## src/rtl/nested_loop_counter.sv

```systemverilog
`default_nettype none
// ============================================================================
// Module   : nested_loop_counter
// Brief    : Programmable NLEVELS-deep nested index counter with start/busy/done
//            handshake, per-level last-step flags and optional auto-restart.
// Revision : 1.0
// ============================================================================
module nested_loop_counter #(
    parameter int WIDTH   = 13,
    parameter int NLEVELS = 2
) (
    input  logic                       clk,
    input  logic                       rst,
    input  logic                       start,
    input  logic                       en,
    input  logic                       auto_restart,
    input  logic [NLEVELS*WIDTH-1:0]   bound,
    output logic [NLEVELS*WIDTH-1:0]   idx,
    output logic                       busy,
    output logic [NLEVELS-1:0]         wrap,
    output logic                       done
);

    typedef enum logic [0:0] {
        ST_IDLE = 1'b0,
        ST_RUN  = 1'b1
    } state_t;

    state_t                           r_state;
    state_t                           w_state_nxt;
    logic [NLEVELS-1:0][WIDTH-1:0]    r_idx;
    logic [NLEVELS-1:0][WIDTH-1:0]    w_idx_nxt;
    logic [NLEVELS-1:0][WIDTH-1:0]    r_bnd;
    logic [NLEVELS-1:0][WIDTH-1:0]    w_bnd_nxt;
    logic [NLEVELS-1:0][WIDTH-1:0]    w_step_idx;
    logic [NLEVELS-1:0]               w_eq;
    logic [NLEVELS-1:0]               w_all;
    logic                             r_done;
    logic                             w_done_nxt;

    // w_all[k]: every level 0..k sits at its bound, i.e. level k wraps on a step.
    for (genvar k = 0; k < NLEVELS; k++) begin : g_level
        assign w_eq[k] = (r_idx[k] == r_bnd[k]);
        if (k == 0) begin : g_inner
            assign w_all[k]      = w_eq[k];
            assign w_step_idx[k] = w_all[k] ? '0 : r_idx[k] + WIDTH'(1);
        end else begin : g_outer
            assign w_all[k]      = w_all[k-1] & w_eq[k];
            assign w_step_idx[k] = w_all[k]   ? '0 :
                                   w_all[k-1] ? r_idx[k] + WIDTH'(1) : r_idx[k];
        end
    end

    always_comb begin
        w_state_nxt = r_state;
        w_idx_nxt   = r_idx;
        w_bnd_nxt   = r_bnd;
        w_done_nxt  = 1'b0;
        case (r_state)
            ST_IDLE: begin
                if (start) begin
                    w_bnd_nxt   = bound;
                    w_idx_nxt   = '0;
                    w_state_nxt = ST_RUN;
                end
            end
            ST_RUN: begin
                if (en) begin
                    w_idx_nxt = w_step_idx;
                    if (w_all[NLEVELS-1]) begin
                        w_done_nxt = 1'b1;
                        if (auto_restart) begin
                            w_bnd_nxt = bound;
                        end else begin
                            w_state_nxt = ST_IDLE;
                        end
                    end
                end
            end
            default: begin
                w_state_nxt = ST_IDLE;
                w_idx_nxt   = '0;
            end
        endcase
    end

    always_ff @(posedge clk) begin
        if (rst) begin
            r_state <= ST_IDLE;
            r_idx   <= '0;
            r_bnd   <= '0;
            r_done  <= 1'b0;
        end else begin
            r_state <= w_state_nxt;
            r_idx   <= w_idx_nxt;
            r_bnd   <= w_bnd_nxt;
            r_done  <= w_done_nxt;
        end
    end

    assign idx  = r_idx;
    assign busy = (r_state == ST_RUN);
    assign done = r_done;
    assign wrap = w_all & {NLEVELS{busy & en}};

endmodule
`default_nettype wire

```

## config.mk

```make
export PLATFORM = sky130hd
export DESIGN_NAME = nested_loop_counter
export DESIGN_NICKNAME = d
export VERILOG_FILES = /design/src/rtl/nested_loop_counter.sv
export SDC_FILE = /design/constraint.sdc
export NUM_CORES = 1
export LEC_CHECK = 0
export BUFFER_PORTS_ARGS = -buffer_cell sky130_fd_sc_hd__buf_2
export CORE_ASPECT_RATIO = 1.4
export CORE_MARGIN = 4
export CORE_UTILIZATION = 48
export CTS_CLUSTER_DIAMETER = 80
export DETAILED_ROUTE_END_ITERATION = 10
export PLACE_DENSITY = 0.81
export SKIP_CTS_REPAIR_TIMING = 1
export SLEW_MARGIN = 30
export SYNTH_ARGS = -nofsm -noshare
export SYNTH_HDL_FRONTEND = slang
export SYNTH_SLANG_ARGS = --single-unit
```

## constraint.sdc

```tcl
create_clock -name clk -period 2 [get_ports clk]
set_input_delay 0.4 -clock clk [delete_from_list [all_inputs] [get_ports clk]]
set_output_delay 0.4 -clock clk [all_outputs]
set_load 0.02 [all_outputs]
```

### Yosys cells after proc, flatten, opt, wreduce, memory -nomap -nowiden

Index checks and enable logic that the tools add are counted.

| word-level totals | value |
|---|---|
| register bits | 54 |
| input bits | 31 |
| output and inout bits | 30 |
| logic and storage cells | 41 |

| operators by class | value |
|---|---|
| $add $sub $neg | 2 |
| eq/ne operators | 7 |
| muxes and demuxes | 17 |
| bitwise operators | 5 |
| reduce and logical (&&, ||, !) cells | 4 |

Operators with widths:

| operator | number |
|---|---|
| 26-bit two-way mux | 6 |
| 26-bit one-hot mux with 2 select lines | 2 |
| 13-bit two-way mux | 3 |
| 13-bit by 1-bit adder with 13-bit output, second input constant | 2 |
| 13-bit equality test | 2 |
| 2-bit inequality test, second input constant | 3 |
| 1-bit two-way mux | 5 |
| 4-bit AND reduction | 1 |
| 3-bit by 1-bit inequality test with 1-bit output, second input constant | 1 |
| 3-bit AND reduction | 1 |
| 3-bit OR reduction | 1 |
| 1-bit bitwise AND | 2 |
| 2-bit bitwise AND | 1 |
| 2-bit by 1-bit inequality test with 1-bit output, second input constant | 1 |
| 1-bit NOT | 2 |
| 1-bit one-hot mux with 2 select lines | 1 |
| 2-bit AND reduction | 1 |

### Longest topological paths before layout

| logic depth | value |
|---|---|
| depth in word-level cells | 5 |
| depth in mapped cells | 8 |
| mapped depth without buffers | 7 |

### Worst setup path after synthesis

Ideal clock, no wire load.

| path | value |
|---|---|
| path kind | reg2out |
| from | reg r_idx, in the netlist idx[0] |
| to | out wrap[1] |
| arrival time | 1.721 ns |
| data required time | 1.600 ns |
| setup slack | -0.121 ns |
| cell stages (with the launch flop) | 6 |
| buffers on the path | 1 |
| cells stage by stage | dfxtp_1 > xor2_1 > nor4_1 > nand4_1 > buf_2 > nor2_1 |

| between the ends | value |
|---|---|
| longest elaborated chain between the ends | 3 |

RTL lines:

| what | line | RTL |
|---|---|---|
| from (decl) | 31 | `logic [NLEVELS-1:0][WIDTH-1:0] r_idx;` |
| from (signal assigned) | 95 | `r_idx <= w_idx_nxt;` |
| 13-bit equality test | 43 | `assign w_eq[k] = (r_idx[k] == r_bnd[k]);` |
| 1-bit bitwise AND | 48 | `assign w_all[k] = w_all[k-1] & w_eq[k];` |
| 2-bit bitwise AND | 104 | `assign wrap = w_all & {NLEVELS{busy & en}};` |
| to (decl) | 20 | `output logic [NLEVELS-1:0] wrap,` |

No other way between the ends.

### Worst setup path in the final report

| path | value |
|---|---|
| from | reg r_bnd[22] in the netlist's numbering |
| to | reg r_bnd[10] in the netlist's numbering |

| between the ends | value |
|---|---|
| longest elaborated chain between the ends | 4 |

RTL lines:

| what | line | RTL |
|---|---|---|
| from (decl) | 33 | `logic [NLEVELS-1:0][WIDTH-1:0] r_bnd;` |
| from (signal assigned) | 96 | `r_bnd <= w_bnd_nxt;` |
| 13-bit equality test | 43 |  |
| 1-bit bitwise AND | 48 |  |
| 2-bit by 1-bit inequality test with 1-bit output (no line) | n/a |  |
| 4-bit AND reduction (no line) | n/a |  |

No other way between the ends.
A chain may end at the register's enable or synchronous reset.

==> results <==
- The final-report hold violation count is 0.
- The post-synthesis to final-layout area growth is 32.75%.
- The cell-internal power is 1.555 mW.
- The final worst clock skew is 0.007720 ns.
- The TritonCTS clock tree is done.
- Global routing finished with a remaining overflow of 0.
- The routed wire length is 6805 um.
- The vias after detailed routing is 2267.
- Counting cells, the worst reg-to-reg path comes to 9.
- The portion of the post-synthesis area used by sequential elements is 42.94%.
- The total nets after synthesis is 304.
- The number of instances in the synthesized netlist is 271.
- The residual antenna-violating net count after detailed routing is 0.
- Entering global routing, the biggest net connects 31 pins.
- In the layout the commonest cells are 58 x buf_2, 51 x nor2_1, 37 x dfxtp_1.
- In the synthesized netlist the dominant register cell turns out to be dfxtp_1.
- For this design, the sink count on the clock tree is 54.
- The clock network is responsible for 29.9% of the overall power.
- The finished layout holds 430 standard cells, fillers aside.
- In this run, placement finished with an instance count of 416.
- The average routed wire per standard cell is 15.83 um.
- For this run, design rule violations remaining after detail routing come to 0.
- The maximum buffer depth of the clock tree is 2.
- The fraction of final layout cells with drive strength greater than 1 is 37.70%.
- The checks that failed: setup timing.
- The number of placement rows is 30.
- The effective utilization at floorplan is 50.81%.
- The cell area reported after detailed placement is 3089 um^2.
- Summed over all nets, the switching power comes to 0.5497 mW.
- The number of antenna violations at the first check in global routing is 0.
- Net switching is 26.12% of the power.
- The final count of negative-setup-slack endpoints is 28.
- The library cell used as clock root buffer is clkbuf_8.
- The die outline height is 93.69 um.
- At the later pin of the worst-skew pair, clock insertion delay measures 0.31 ns.
- Of the total power, combinational logic draws 15.7%.
- The congestion estimate from routability-driven global placement came to 0.8309.
- For the worst setup path, the data required time is 2.19 ns.
- The static leakage is 1.612 nW.
- Yosys printed 0 warnings.
- The final cell area excluding filler cells is 3342 um^2.
- Clock-pin slew was measured on the worst setup and hold paths at 0.09 ns.
- The die is 69.21 um wide.
- The worst setup path category is register to register.
- The maximum net fanout on the critical path is 8.
- The number of buffers added on ports is 60.
- The number of slew-limit violations in the final report is 0.
- For this design the ratio of total power to cell area is 629.7 nW/um^2.
- The flow ran to the end, but the final reports show violations.
- The average via count per standard cell is 5.272.
- The number of global-route vias before repair is 2297.
- Of the available clock period, the critical path in the final layout requires 111.6%.
- The post-synth design cell area is 2517 um^2.
- The number of different library cells in the post-synthesis netlist is 37.
- The count of max-cap constraint violations is 0.
- The synthesized design contains 0 enable-type register cells.
- The H-tree generated during clock tree synthesis spans 2 levels.
- Once detailed placement completed, the half-perimeter wirelength came to 4770 um.
- Leaving out fill and tap cells, the most frequent cell in the layout is buf_2.
- The transition time at the pin with the least slew margin is 0.3254 ns.
- The first TritonRoute pass finished after 4 iterations.
- Headroom to the max-slew limit came out at 78.14%.
- 61 I/O pins were placed.
- The share of power burned in registers is 54.3%.
- For this run, asynchronously set or reset flops after synthesis account for 0%.
- Timing analysis after detailed placement gives a worst setup slack of -0.2638 ns.
- The worst setup path endpoint is r_bnd[10].
- The die covers 6483 um^2.
- The worst setup path is launched from a register.
- The maximum operating frequency is 448.2 MHz.
- At the end of the flow, the number of nets in the layout was 398.
- For the worst setup path, the data arrival time is 2.43 ns.
- The count of routing violations after the opening detailed-route iteration is 138.
- The post-route core utilization is 67.45%.
- The core region is 4955 um^2.
- The flip-flop and latch count after synthesis is 54.
- Setup repair after global routing could not meet its margin everywhere.
- In this run the critical register-to-register path is captured at r_bnd[10].
- The slack of the critical path is -0.2311 ns.
- The internal reg-to-reg setup slack is -0.23 ns.
- Averaged over all synthesized cells, the footprint is 9.289 um^2.
- The startpoint of the worst-slack reg-to-reg timing path is r_bnd[22].
- The first global-routing pass estimated 10250 um of wire.
- In the final timing run, aggregate negative setup slack is -3.544 ns.
- For this run, the total global-route usage over all layers was measured as 19.66%.
- The type of the tightest min-delay check is input port to register.
- The worst supply voltage drop on vdd is 0.0004265 V.
- The smallest clock period supported by the final layout is computed as 2.231 ns.
- The launching instance or port of the critical path is r_bnd[22].
- 0 antenna diodes ended up in the layout.
- Buffers inserted during clock tree synthesis total 5.
- The worst setup path is captured at a register.
==> Yosys cell counts (3+ instances only) <==
master | count | area [um^2]
mux2i_1 | 26 | 260.3
inv_1 | 4 | 15.01
nand3_1 | 6 | 30.03
nor3_1 | 7 | 35.03
xnor2_1 | 14 | 122.6
dfxtp_1 | 54 | 1081
xor2_1 | 32 | 280.3
nand4_1 | 9 | 56.30
nand2_1 | 14 | 52.55
or3_1 | 3 | 18.77
nor2_1 | 52 | 195.2
o21ai_0 | 4 | 20.02
nor4_1 | 4 | 25.02
a21oi_1 | 9 | 45.04
clkbuf_1 | 6 | 22.52
==> per-layer routing <==
| metal | routed length [um] | GRT usage [%] | part of all wire [%] | up-vias |
|---|---|---|---|---|
| li1 | - | - | - | 1100 |
| met4 | 237 | 10.75 | 3.5 | 0 |
| met3 | 400 | 4.069 | 5.9 | 19 |
| met2 | 3570 | 36.23 | 52 | 75 |
| met1 | 2595 | 20.66 | 38 | 1073 |
| met5 | 0 | 0 | 0 | - |
==> registers in the layout (all words and copies together) (netlist names) <==
name   cells
busy       1
idx       26
r_bnd     26
done       1
==> through the flow <==
| step | total power [mW] | hold WS (ns) |
|---|---|---|
| 2_1_floorplan | 1.345 | 0.4803 |
| 3_3_place_gp | 1.439 | 0.4941 |
| 3_5_place_dp | 1.450 | 0.5077 |
| 4_1_cts | 2.060 | 0.3245 |
| 5_1_grt | 2.178 | 0.3269 |
| 6_report | 2.104 | 0.3251 |
==> power groups by stage <==
stage	Sequential, mW	Combinational, mW	Clock [mW]
global route	1.15	0.356	0.675
CTS	1.14	0.287	0.632
detailed placement	1.17	0.284	0
floorplan	1.17	0.175	0
global placement	1.16	0.275	0
finish	1.14	0.331	0.630
==> how the worst min path moves through the flow <==
stage	startpoint	end	slack, ns	depth (start not counted)
after detailed placement	r_bnd[0]	r_bnd[0]	0.51	2
after global routing	bound[17]	r_bnd[17]	0.33	3
after floorplan	r_bnd[13]	r_bnd[13]	0.48	2
after global placement	r_bnd[7]	r_bnd[7]	0.49	2
final	bound[16]	r_bnd[16]	0.33	3
after CTS	bound[22]	r_bnd[22]	0.32	3
==> kinds of logic after synthesis <==
group / count (synthesis) / synth area share (%)
flops: 54 / 42.94
simple gates: 106 / 19.48
fa+ha+maj: 2 / 0.9939
buf+inv: 15 / 4.274
mux: 27 / 10.79
xor+xnor: 46 / 16.00
compound gates: 21 / 5.517
==> cell type report <==
cell class / count / area, um^2
fill: 411 / 1613
multi-input combinational: 202 / 1403
sequential: 54 / 1102
timing repair buffer: 98 / 648.1
clock buffer: 7 / 86.33
tap: 64 / 80.08
inverter: 4 / 17.52
clock inverter: 1 / 5.005
==> worst max-delay path: stages, from the launching register on <==
cell,delay (ns)
dfxtp_2,0.33
xor2_1,0.18
nor4_2,0.29
nand4_1,0.16
buf_4,0.18
o41ai_4,0.29
buf_6,0.18
clkbuf_16,0.17
mux2i_1,0.26
nor2_1,0.07
Note: power is estimated with default switching activity, not from simulation.
